### src/rtl/upower_decode_stage_if.sv
//------------------------------------------------------------------------------
// upower_decode_stage_if
//   Handshake and decoded-field bundle between fetch, the decode stage and the
//   64-bit ALU.
//
//   Fetch side : in_valid, in_ready, instr, flush
//   ALU side   : out_valid, out_ready, opcode, rs, rt, bo, bi, si, ds, xox,
//                xoxo, aa, xods, illegal
//
//   modport slave  : the decode stage itself
//   modport master : the environment driving fetch and consuming bundles
//------------------------------------------------------------------------------
interface upower_decode_stage_if;
    logic        in_valid;
    logic        in_ready;
    logic [31:0] instr;
    logic        flush;

    logic        out_valid;
    logic        out_ready;
    logic [5:0]  opcode;
    logic [4:0]  rs;
    logic [4:0]  rt;
    logic [4:0]  bo;
    logic [4:0]  bi;
    logic [15:0] si;
    logic [13:0] ds;
    logic [9:0]  xox;
    logic [8:0]  xoxo;
    logic        aa;
    logic [1:0]  xods;
    logic        illegal;

    modport slave (
        input  in_valid, instr, flush, out_ready,
        output in_ready, out_valid, opcode, rs, rt, bo, bi, si, ds,
               xox, xoxo, aa, xods, illegal
    );

    modport master (
        output in_valid, instr, flush, out_ready,
        input  in_ready, out_valid, opcode, rs, rt, bo, bi, si, ds,
               xox, xoxo, aa, xods, illegal
    );
endinterface

### src/rtl/upower_decode_stage.sv
//------------------------------------------------------------------------------
// upower_decode_stage
//   Decodes 32-bit uPower instruction words into the ALU field inputs and
//   buffers the decoded bundles in a 2-entry skid FIFO so downstream stalls
//   never drop or duplicate an instruction.
//
//   Ports:
//     clk        rising-edge clock
//     rst_n      asynchronous active-low reset
//     bus        upower_decode_stage_if.slave (fetch handshake, flush,
//                ALU handshake and decoded fields)
//     issued_cnt count of bundles accepted downstream (wraps)
//
//   Parameters:
//     DEPTH      skid buffer entries (only 2 is supported)
//     CNT_W      width of issued_cnt
//------------------------------------------------------------------------------
module upower_decode_stage #(
    parameter int unsigned DEPTH = 2,
    parameter int unsigned CNT_W = 32
) (
    input  logic                  clk,
    input  logic                  rst_n,
    upower_decode_stage_if.slave  bus,
    output logic [CNT_W-1:0]      issued_cnt
);

    typedef struct packed {
        logic [5:0]  opcode;
        logic [4:0]  rs;
        logic [4:0]  rt;
        logic [4:0]  bo;
        logic [4:0]  bi;
        logic [15:0] si;
        logic [13:0] ds;
        logic [9:0]  xox;
        logic [8:0]  xoxo;
        logic        aa;
        logic [1:0]  xods;
        logic        illegal;
    } bundle_t;

    //--------------------------------------------------------------------------
    // Combinational decode of the presented word
    //--------------------------------------------------------------------------
    bundle_t w_dec;
    logic [5:0] w_op;
    logic [8:0] w_xo9;
    logic [9:0] w_xo10;

    assign w_op   = bus.instr[31:26];
    assign w_xo9  = bus.instr[9:1];
    assign w_xo10 = bus.instr[10:1];

    always_comb begin
        w_dec        = '0;
        w_dec.opcode = w_op;
        w_dec.rs     = bus.instr[25:21];
        w_dec.rt     = bus.instr[20:16];
        case (w_op)
            6'd14, 6'd15, 6'd24, 6'd26, 6'd28, 6'd32, 6'd34,
            6'd36, 6'd37, 6'd38, 6'd40, 6'd42, 6'd44: begin
                w_dec.si = bus.instr[15:0];
            end
            6'd18: begin
                w_dec.aa = bus.instr[1];
            end
            6'd19: begin
                w_dec.bo = bus.instr[25:21];
                w_dec.bi = bus.instr[20:16];
                w_dec.aa = bus.instr[1];
            end
            6'd31: begin
                // XO-form is tested first on the 9-bit field; none of the
                // X-form codes alias 266 or 40 in their low nine bits.
                if (w_xo9 == 9'd266 || w_xo9 == 9'd40) begin
                    w_dec.xoxo = w_xo9;
                end else if (w_xo10 == 10'd28  || w_xo10 == 10'd476 ||
                             w_xo10 == 10'd444 || w_xo10 == 10'd316 ||
                             w_xo10 == 10'd986) begin
                    w_dec.xox = w_xo10;
                end else begin
                    w_dec.illegal = 1'b1;
                end
            end
            6'd58, 6'd62: begin
                w_dec.ds   = bus.instr[15:2];
                w_dec.xods = bus.instr[1:0];
            end
            default: begin
                w_dec.illegal = 1'b1;
            end
        endcase
    end

    //--------------------------------------------------------------------------
    // 2-entry skid FIFO (1-bit pointers wrap modulo 2)
    //--------------------------------------------------------------------------
    bundle_t          r_mem [DEPTH];
    bundle_t          r_last;
    logic             r_head;
    logic             r_tail;
    logic [1:0]       r_count;
    logic [CNT_W-1:0] r_issued;

    logic    w_in_ready;
    logic    w_out_valid;
    logic    w_push;
    logic    w_pop;
    bundle_t w_head;
    bundle_t w_view;

    // in_ready depends only on the registered count, never on out_ready.
    assign w_in_ready  = ({30'd0, r_count} < DEPTH);
    assign w_out_valid = (r_count != 2'd0);
    assign w_push      = bus.in_valid & w_in_ready & ~bus.flush;
    assign w_pop       = w_out_valid & bus.out_ready;
    assign w_head      = r_mem[r_head];

    // When empty the head slot holds stale data, so the last delivered
    // bundle is replayed instead to keep the fields steady.
    assign w_view = w_out_valid ? w_head : r_last;

    always_ff @(posedge clk or negedge rst_n) begin
        if (!rst_n) begin
            for (int unsigned i = 0; i < DEPTH; i++) begin
                r_mem[i] <= '0;
            end
            r_last   <= '0;
            r_head   <= 1'b0;
            r_tail   <= 1'b0;
            r_count  <= 2'd0;
            r_issued <= '0;
        end else begin
            if (w_push) begin
                r_mem[r_tail] <= w_dec;
            end
            if (w_pop) begin
                r_last   <= w_head;
                r_issued <= r_issued + 1'b1;
            end
            // A same-cycle dequeue still completes under flush; only the
            // occupancy and pointers are discarded.
            if (bus.flush) begin
                r_head  <= 1'b0;
                r_tail  <= 1'b0;
                r_count <= 2'd0;
            end else begin
                r_head  <= r_head ^ w_pop;
                r_tail  <= r_tail ^ w_push;
                r_count <= r_count + {1'b0, w_push} - {1'b0, w_pop};
            end
        end
    end

    //--------------------------------------------------------------------------
    // Outputs
    //--------------------------------------------------------------------------
    assign bus.in_ready  = w_in_ready;
    assign bus.out_valid = w_out_valid;
    assign bus.opcode    = w_view.opcode;
    assign bus.rs        = w_view.rs;
    assign bus.rt        = w_view.rt;
    assign bus.bo        = w_view.bo;
    assign bus.bi        = w_view.bi;
    assign bus.si        = w_view.si;
    assign bus.ds        = w_view.ds;
    assign bus.xox       = w_view.xox;
    assign bus.xoxo      = w_view.xoxo;
    assign bus.aa        = w_view.aa;
    assign bus.xods      = w_view.xods;
    assign bus.illegal   = w_view.illegal;
    assign issued_cnt    = r_issued;

endmodule

### src/flat_wrapper.sv
// flat-port wrapper written by rule: the top's interface ports become plain ports
module upower_decode_stage_flat 
#(
    parameter int unsigned DEPTH = 2,
    parameter int unsigned CNT_W = 32
)
  (clk, rst_n, issued_cnt, bus_in_valid, bus_instr, bus_flush, bus_out_ready, bus_in_ready, bus_out_valid, bus_opcode, bus_rs, bus_rt, bus_bo, bus_bi, bus_si, bus_ds, bus_xox, bus_xoxo, bus_aa, bus_xods, bus_illegal);
  upower_decode_stage_if bus_i ();
  input  logic clk;
  input  logic rst_n;
  output logic [CNT_W-1:0] issued_cnt;
  input wire logic [$bits(bus_i.in_valid)-1:0] bus_in_valid;
  input wire logic [$bits(bus_i.instr)-1:0] bus_instr;
  input wire logic [$bits(bus_i.flush)-1:0] bus_flush;
  input wire logic [$bits(bus_i.out_ready)-1:0] bus_out_ready;
  output wire logic [$bits(bus_i.in_ready)-1:0] bus_in_ready;
  output wire logic [$bits(bus_i.out_valid)-1:0] bus_out_valid;
  output wire logic [$bits(bus_i.opcode)-1:0] bus_opcode;
  output wire logic [$bits(bus_i.rs)-1:0] bus_rs;
  output wire logic [$bits(bus_i.rt)-1:0] bus_rt;
  output wire logic [$bits(bus_i.bo)-1:0] bus_bo;
  output wire logic [$bits(bus_i.bi)-1:0] bus_bi;
  output wire logic [$bits(bus_i.si)-1:0] bus_si;
  output wire logic [$bits(bus_i.ds)-1:0] bus_ds;
  output wire logic [$bits(bus_i.xox)-1:0] bus_xox;
  output wire logic [$bits(bus_i.xoxo)-1:0] bus_xoxo;
  output wire logic [$bits(bus_i.aa)-1:0] bus_aa;
  output wire logic [$bits(bus_i.xods)-1:0] bus_xods;
  output wire logic [$bits(bus_i.illegal)-1:0] bus_illegal;
  assign bus_i.in_valid = bus_in_valid;
  assign bus_i.instr = bus_instr;
  assign bus_i.flush = bus_flush;
  assign bus_i.out_ready = bus_out_ready;
  assign bus_in_ready = bus_i.in_ready;
  assign bus_out_valid = bus_i.out_valid;
  assign bus_opcode = bus_i.opcode;
  assign bus_rs = bus_i.rs;
  assign bus_rt = bus_i.rt;
  assign bus_bo = bus_i.bo;
  assign bus_bi = bus_i.bi;
  assign bus_si = bus_i.si;
  assign bus_ds = bus_i.ds;
  assign bus_xox = bus_i.xox;
  assign bus_xoxo = bus_i.xoxo;
  assign bus_aa = bus_i.aa;
  assign bus_xods = bus_i.xods;
  assign bus_illegal = bus_i.illegal;
  upower_decode_stage #(.DEPTH(DEPTH), .CNT_W(CNT_W)) u_core (.clk(clk), .rst_n(rst_n), .bus(bus_i), .issued_cnt(issued_cnt));
endmodule
### config.mk
export PLATFORM = sky130hd
export DESIGN_NAME = upower_decode_stage_flat
export DESIGN_NICKNAME = d
export VERILOG_FILES = /design/src/rtl/upower_decode_stage_if.sv /design/src/rtl/upower_decode_stage.sv /design/src/flat_wrapper.sv
export SDC_FILE = /design/constraint.sdc
export NUM_CORES = 1
export LEC_CHECK = 0
export ABC_AREA = 1
export BUFFER_PORTS_ARGS = -buffer_cell sky130_fd_sc_hd__buf_2
export CORE_ASPECT_RATIO = 1.4
export CORE_MARGIN = 4
export CORE_UTILIZATION = 50
export DETAILED_ROUTE_END_ITERATION = 10
export PLACE_DENSITY = 0.7
export SLEW_MARGIN = 20
export SYNTH_ARGS = -nofsm -noshare
export SYNTH_HDL_FRONTEND = slang
export SYNTH_SLANG_ARGS = --single-unit
### constraint.sdc
create_clock -name clk -period 4.2 [get_ports clk]
set_input_delay 0.84 -clock clk [delete_from_list [all_inputs] [get_ports clk]]
set_output_delay 0.84 -clock clk [all_outputs]
set_load 0.02 [all_outputs]
* After elaboration in Yosys (flattened, before gate mapping)
Cells that the tools add are included. W data, S select, Z words.
Storage, ports and cells: register bits 273, bits of input ports 37, word-level logic and storage cells 113
Cells by class: add/sub/neg operators 3, $lt $le $gt $ge 4, equality and inequality tests 25, mux-type cells 22, bitwise logic cells 8, reduce and logical (&&, ||, !) cells 11
Operator list (count):
- $mux W79 | 5
- $bwmux W158 | 1
- $demux W79 S1 | 1
- $eq A6 B6 Y1 const B | 10
- $eq A6 B5 Y1 const B | 6
- $add A32 B1 Y32 const B | 1
- $eq A10 B9 Y1 const B | 3
- $mux W10 | 3
- $mux W19 | 1
- $reduce_or A17 Y1 | 1
- $mux W16 | 1
- $mux W14 | 1
- $reduce_or A13 Y1 | 1
- $eq A6 B4 Y1 const B | 2
- $eq A10 B10 Y1 const B | 1
- $eq A10 B5 Y1 const B | 1
- $eq A9 B6 Y1 const B | 1
- $eq A9 B9 Y1 const B | 1
- $mux W9 | 1
- $logic_or A1 B1 Y1 | 5
- $mux W1 | 5
- $ge A2 B2 Y1 const B | 2
- $mux W2 | 2
- $not A1 Y2 | 2
- 11 further kinds | 15

* Longest topological paths before layout
depth after elaboration 9, gate-level depth with buffers 11

* Worst setup path before layout
No wires, ideal clock.
path type register to output, start point reg u_core.r_count[1], end point out bus_ds[4], arrival 1.591 ns, data required time 3.360 ns, slack 1.769 ns, stages on the path, launching flop included 6, path buffers 2, cell sequence dfrtp_1 nor2_4 clkinv_2 buf_2 buf_2 o21ai_0
Between the ends: longest elaborated chain between the ends 2
RTL lines:
- start, declared | line upower_decode_stage.sv:103 | logic [1:0] r_count;
- start signal, assigned | line upower_decode_stage.sv:151 | r_count <= r_count + {1'b0, w_push} - {1'b0, w_pop};
- $reduce_bool A2 Y1 | line upower_decode_stage.sv:115 | assign w_out_valid = (r_count != 2'd0);
- net bus_out_valid | line flat_wrapper.sv:17 | output wire logic [$bits(bus_i.out_valid)-1:0] bus_out_valid;
- $mux W79 | line upower_decode_stage.sv:122 | assign w_view = w_out_valid ? w_head : r_last;
- end, declared | line flat_wrapper.sv:24 | output wire logic [$bits(bus_i.ds)-1:0] bus_ds;
The timed path passes the listed nets, and every way through them passes these cells.

* Final worst setup path
start point reg u_core.r_head, end point out bus_rt[4]
Between the ends: longest elaborated chain between the ends 5
RTL lines:
- start, declared | line upower_decode_stage.sv:101 | logic r_head;
- start signal, assigned | line upower_decode_stage.sv:149 | r_head <= r_head ^ w_pop;
- $not A1 Y2 (not written as such) | line upower_decode_stage.sv:118 | assign w_head = r_mem[r_head];
- $mux W79 (not written as such) (3 in a row) | line upower_decode_stage.sv:118
- $mux W79 | line upower_decode_stage.sv:122
- end, declared | line flat_wrapper.sv:20 | output wire logic [$bits(bus_i.rt)-1:0] bus_rt;
No other way between the ends. The select of a mux whose other input is x is not followed.

==> results.sh <==
export IMPL_crit_fanout=52
export IMPL_synthCells=1727
export IMPL_fillers=2369
export IMPL_yosys_register_bits=273
export IMPL_p_sw_mw=2.74
export IMPL_slew_headroom=0.414
export IMPL_post_drt_wl_per_cell_um=15.1
export IMPL_wirelength_um=32700
export IMPL_whs_ns=0.325
export IMPL_total_leakage_power_nw=7.50
export IMPL_fin_crit_sh=0.792
export IMPL_slowest_stage="dfrtp_4"
export IMPL_ys_warnings_count=0
export IMPL_path_class="flip-flop to output port"
export IMPL_synth_ff_type="dfrtp_1"
export IMPL_post_dp_cell_area_um2=14100
export IMPL_slowest_delay_ns=0.72
export IMPL_start_util=0.506
export IMPL_comb_power_share=0.262
export IMPL_h_tree_depth=1
export IMPL_netlist_area_um2=13200
export IMPL_multi_input_area_um2=5110
export IMPL_hold_viol_final=0
export IMPL_fin_tns_setup_ns=0
export IMPL_clk_pin_slew_ns=0.06
export IMPL_peakVddDrop_uv=283
export IMPL_ys_async_sr_fraction=1.00
export IMPL_crit_top_cell="o21ai_0"
export IMPL_cap_violations=0
export IMPL_avgSynthCellArea_um2=7.63
export IMPL_clock_sinks=273
export IMPL_power_density_nw_per_um2=516
export IMPL_antenna_found_initial=2
export IMPL_viasPerCell=5.16
export IMPL_syn2layout_area_growth_pct=13.5
export IMPL_intPower_mw=4.97
export IMPL_num_antenna_cells=0
export IMPL_clkPwrFrac=0.307
export IMPL_die_x_um=145
export IMPL_cp_data_arrival_time_ns=2.49
export IMPL_placement_rows=70
export IMPL_min_path_type="input pin to async pin"
export IMPL_root_buffer="clkbuf_16"
export IMPL_status="completed"
export IMPL_rrSetupSlack_ns=1.96
export IMPL_synthTopCellsByArea="dfrtp_1, nand2_1, o21ai_0, inv_1, nor2_1"
export IMPL_port_buffer_count=149
export IMPL_power_share_sequential=0.431
export IMPL_hpwl_um=21900
export IMPL_hold_buffers=0
export IMPL_cp_end_kind="output port"
export IMPL_setup_viol=0
export IMPL_cts_tree="built"
export IMPL_clock_fmax_mhz=301
export IMPL_finalCriticalPeriod_ns=3.33
export IMPL_num_vias=11206
export IMPL_ys_types=30
export IMPL_setup_worst_path_start_class="flip-flop"
export IMPL_ctsResizeCount=0
export IMPL_design_area_um2=15000
export IMPL_netSwitchingFraction=0.355
export IMPL_dieArea_um2=29000
export IMPL_synth_edf_count=0
export IMPL_skew_ns=0.0141
export IMPL_required_ns=3.36
export IMPL_nNetsFinal=1870
export IMPL_cts_made_buffers=27
export IMPL_rsz0062_at_grt="false"
export IMPL_drv_slew=0
export IMPL_insertion_delay_ns=0.53
export IMPL_core_area_um2=26000
export IMPL_grt_util_all_layers=0.223
export IMPL_synth_top_area_share=0.519
export IMPL_grt_first_pass_wirelength_um=53600
export IMPL_synth_largest_area_cell="dfrtp_1"
export IMPL_drc_errors=0
export IMPL_post_cts_buffers=0
export IMPL_drt_iter0_drc=801
export IMPL_grt_overflow_total=0
export IMPL_grt_pass1_vias=10851
export IMPL_grt_max_degree=97
export IMPL_firstDrtPassIters=5
export IMPL_die_y_um=200
export IMPL_drive_gt1_frac=0.128
export IMPL_synth_seq_area_share=0.519
export IMPL_seq_area_um2=6840
export IMPL_io_pin_count=150
export IMPL_worst_slew_pin_slew_ns=0.879
export IMPL_cp_cell_sequence="buf_4 -> o21ai_0 -> nand2_1 -> o21ai_0 -> buf_2"
export IMPL_postRouteAntennaNets=0
export IMPL_clockBufferDepth=3
export IMPL_syn_nets=1769
export IMPL_place_congestion=0.895
-- placed cells by master, fill, tap and decap left out, types with 2 or more instances in the layout --
cell type  instances
nand2_1          590
o21ai_0          293
dfrtp_1          272
inv_1            216
buf_2            148
nor2_1           100
nand3_1           52
o21ai_1           31
clkbuf_16         27
xor2_1            14
buf_4             11
xnor2_1            9
nand4_1            9
inv_2              8
nor3_1             8
clkbuf_8           6
clkinv_2           6
clkbuf_1           6
nand2_2            5
nor2_4             3
nor2_8             3
nand3b_1           3
a21oi_1            3
nand2_4            3
ha_1               3
buf_12             3
nor2_2             2
xnor2_2            2
-- through the flow --
stage | setup slack (ns) | utilization | cells | power [mW]
2_1_floorplan | 1.77 | - | 1727 | 4.73
3_3_place_gp | 1.48 | 0.542 | 2123 | 5.35
3_5_place_dp | 1.46 | 0.542 | 2123 | 5.40
4_1_cts | 0.875 | 0.575 | 2171 | 7.77
5_1_grt | 0.676 | 0.575 | 2171 | 8.19
6_report | 0.873 | 0.575 | 2171 | 7.71
-- cells in the mapped netlist (3+ instances only) --
| cell | number |
|---|---|
| nand2_1 | 590 |
| nand2_4 | 3 |
| o21ai_0 | 293 |
| clkbuf_1 | 53 |
| a21oi_1 | 3 |
| inv_2 | 7 |
| buf_2 | 26 |
| xor2_1 | 14 |
| xnor2_1 | 9 |
| nand4_1 | 9 |
| o21ai_1 | 31 |
| nor3_1 | 8 |
| buf_1 | 7 |
| inv_1 | 217 |
| ha_1 | 5 |
| nor2_1 | 100 |
| nand2_2 | 5 |
| nand3b_1 | 3 |
| nor2_4 | 3 |
| dfrtp_1 | 273 |
| buf_4 | 4 |
| nand3_1 | 52 |
| nor2_8 | 3 |
-- cell type report --
class                      instances  share of cell area
timing repair buffer             163              0.0601
tap                              324              0.0271
clock inverter                     9             0.00510
sequential                       273               0.457
inverter                         225              0.0566
multi-input combinational       1138               0.342
clock buffer                      39              0.0522
-- critical path: cells and delay by family, from the launching register on --
family,cells,cell delay (ns)
AO/OA/AOI/OAI,2,0.41
AND/OR/NAND/NOR,1,0.12
flip-flops,1,0.72
buffers and inverters,2,0.70
-- state kept, by name (all words and copies together), names as in the netlist --
name and cells:
u_core.r_mem 158, u_core.issued_cnt 32, u_core.r_head 1, u_core.r_tail 1, u_core.r_last 79, u_core.r_count 2
-- routing by layer --
metal / vias up / wire length [µm] / global-route usage
li1: 5543 / - / -
met1: 5335 / 13900 / 0.281
met2: 256 / 16300 / 0.402
met3: 68 / 1510 / 0.0300
met4: 4 / 992 / 0.0750
met5: - / 20 / 0
-- cell families (layout without fill, tap and decap cells) --
group,Yosys count,in the layout,share of synthesized area
XOR/XNOR,25,25,0.0178
flip-flops,273,273,0.519
AO/OA/AOI/OAI,327,327,0.124
adder cells (fa/ha/maj),5,5,0.00475
buffers and inverters,316,436,0.0943
AND/OR/NAND/NOR,781,781,0.240
-- power groups by stage --
stage | logic, mW | registers, mW | clock network (mW)
after floorplan | 1.43 | 3.30 | 0
after global placement | 1.99 | 3.36 | 0
after detailed placement | 2.03 | 3.37 | 0
after CTS | 2.04 | 3.32 | 2.41
after global routing | 2.30 | 3.37 | 2.53
final | 2.02 | 3.32 | 2.37
-- path summary, 6_finish.rpt --
path | startpoint | endpoint | cells after the start
max in group asynchronous | rst_n | u_core.r_last[10] | 2
worst min register to register | u_core.r_mem[85] | u_core.r_mem[85] | 2
worst max-delay path | u_core.r_head | bus_rt[4] | 5
min in group clk | u_core.r_mem[85] | u_core.r_mem[85] | 2
worst min-delay path | rst_n | u_core.r_last[59] | 1
worst max register to register | u_core.r_count[1] | u_core.r_mem[70] | 7
No activity file was read; power rests on OpenSTA's default activity.
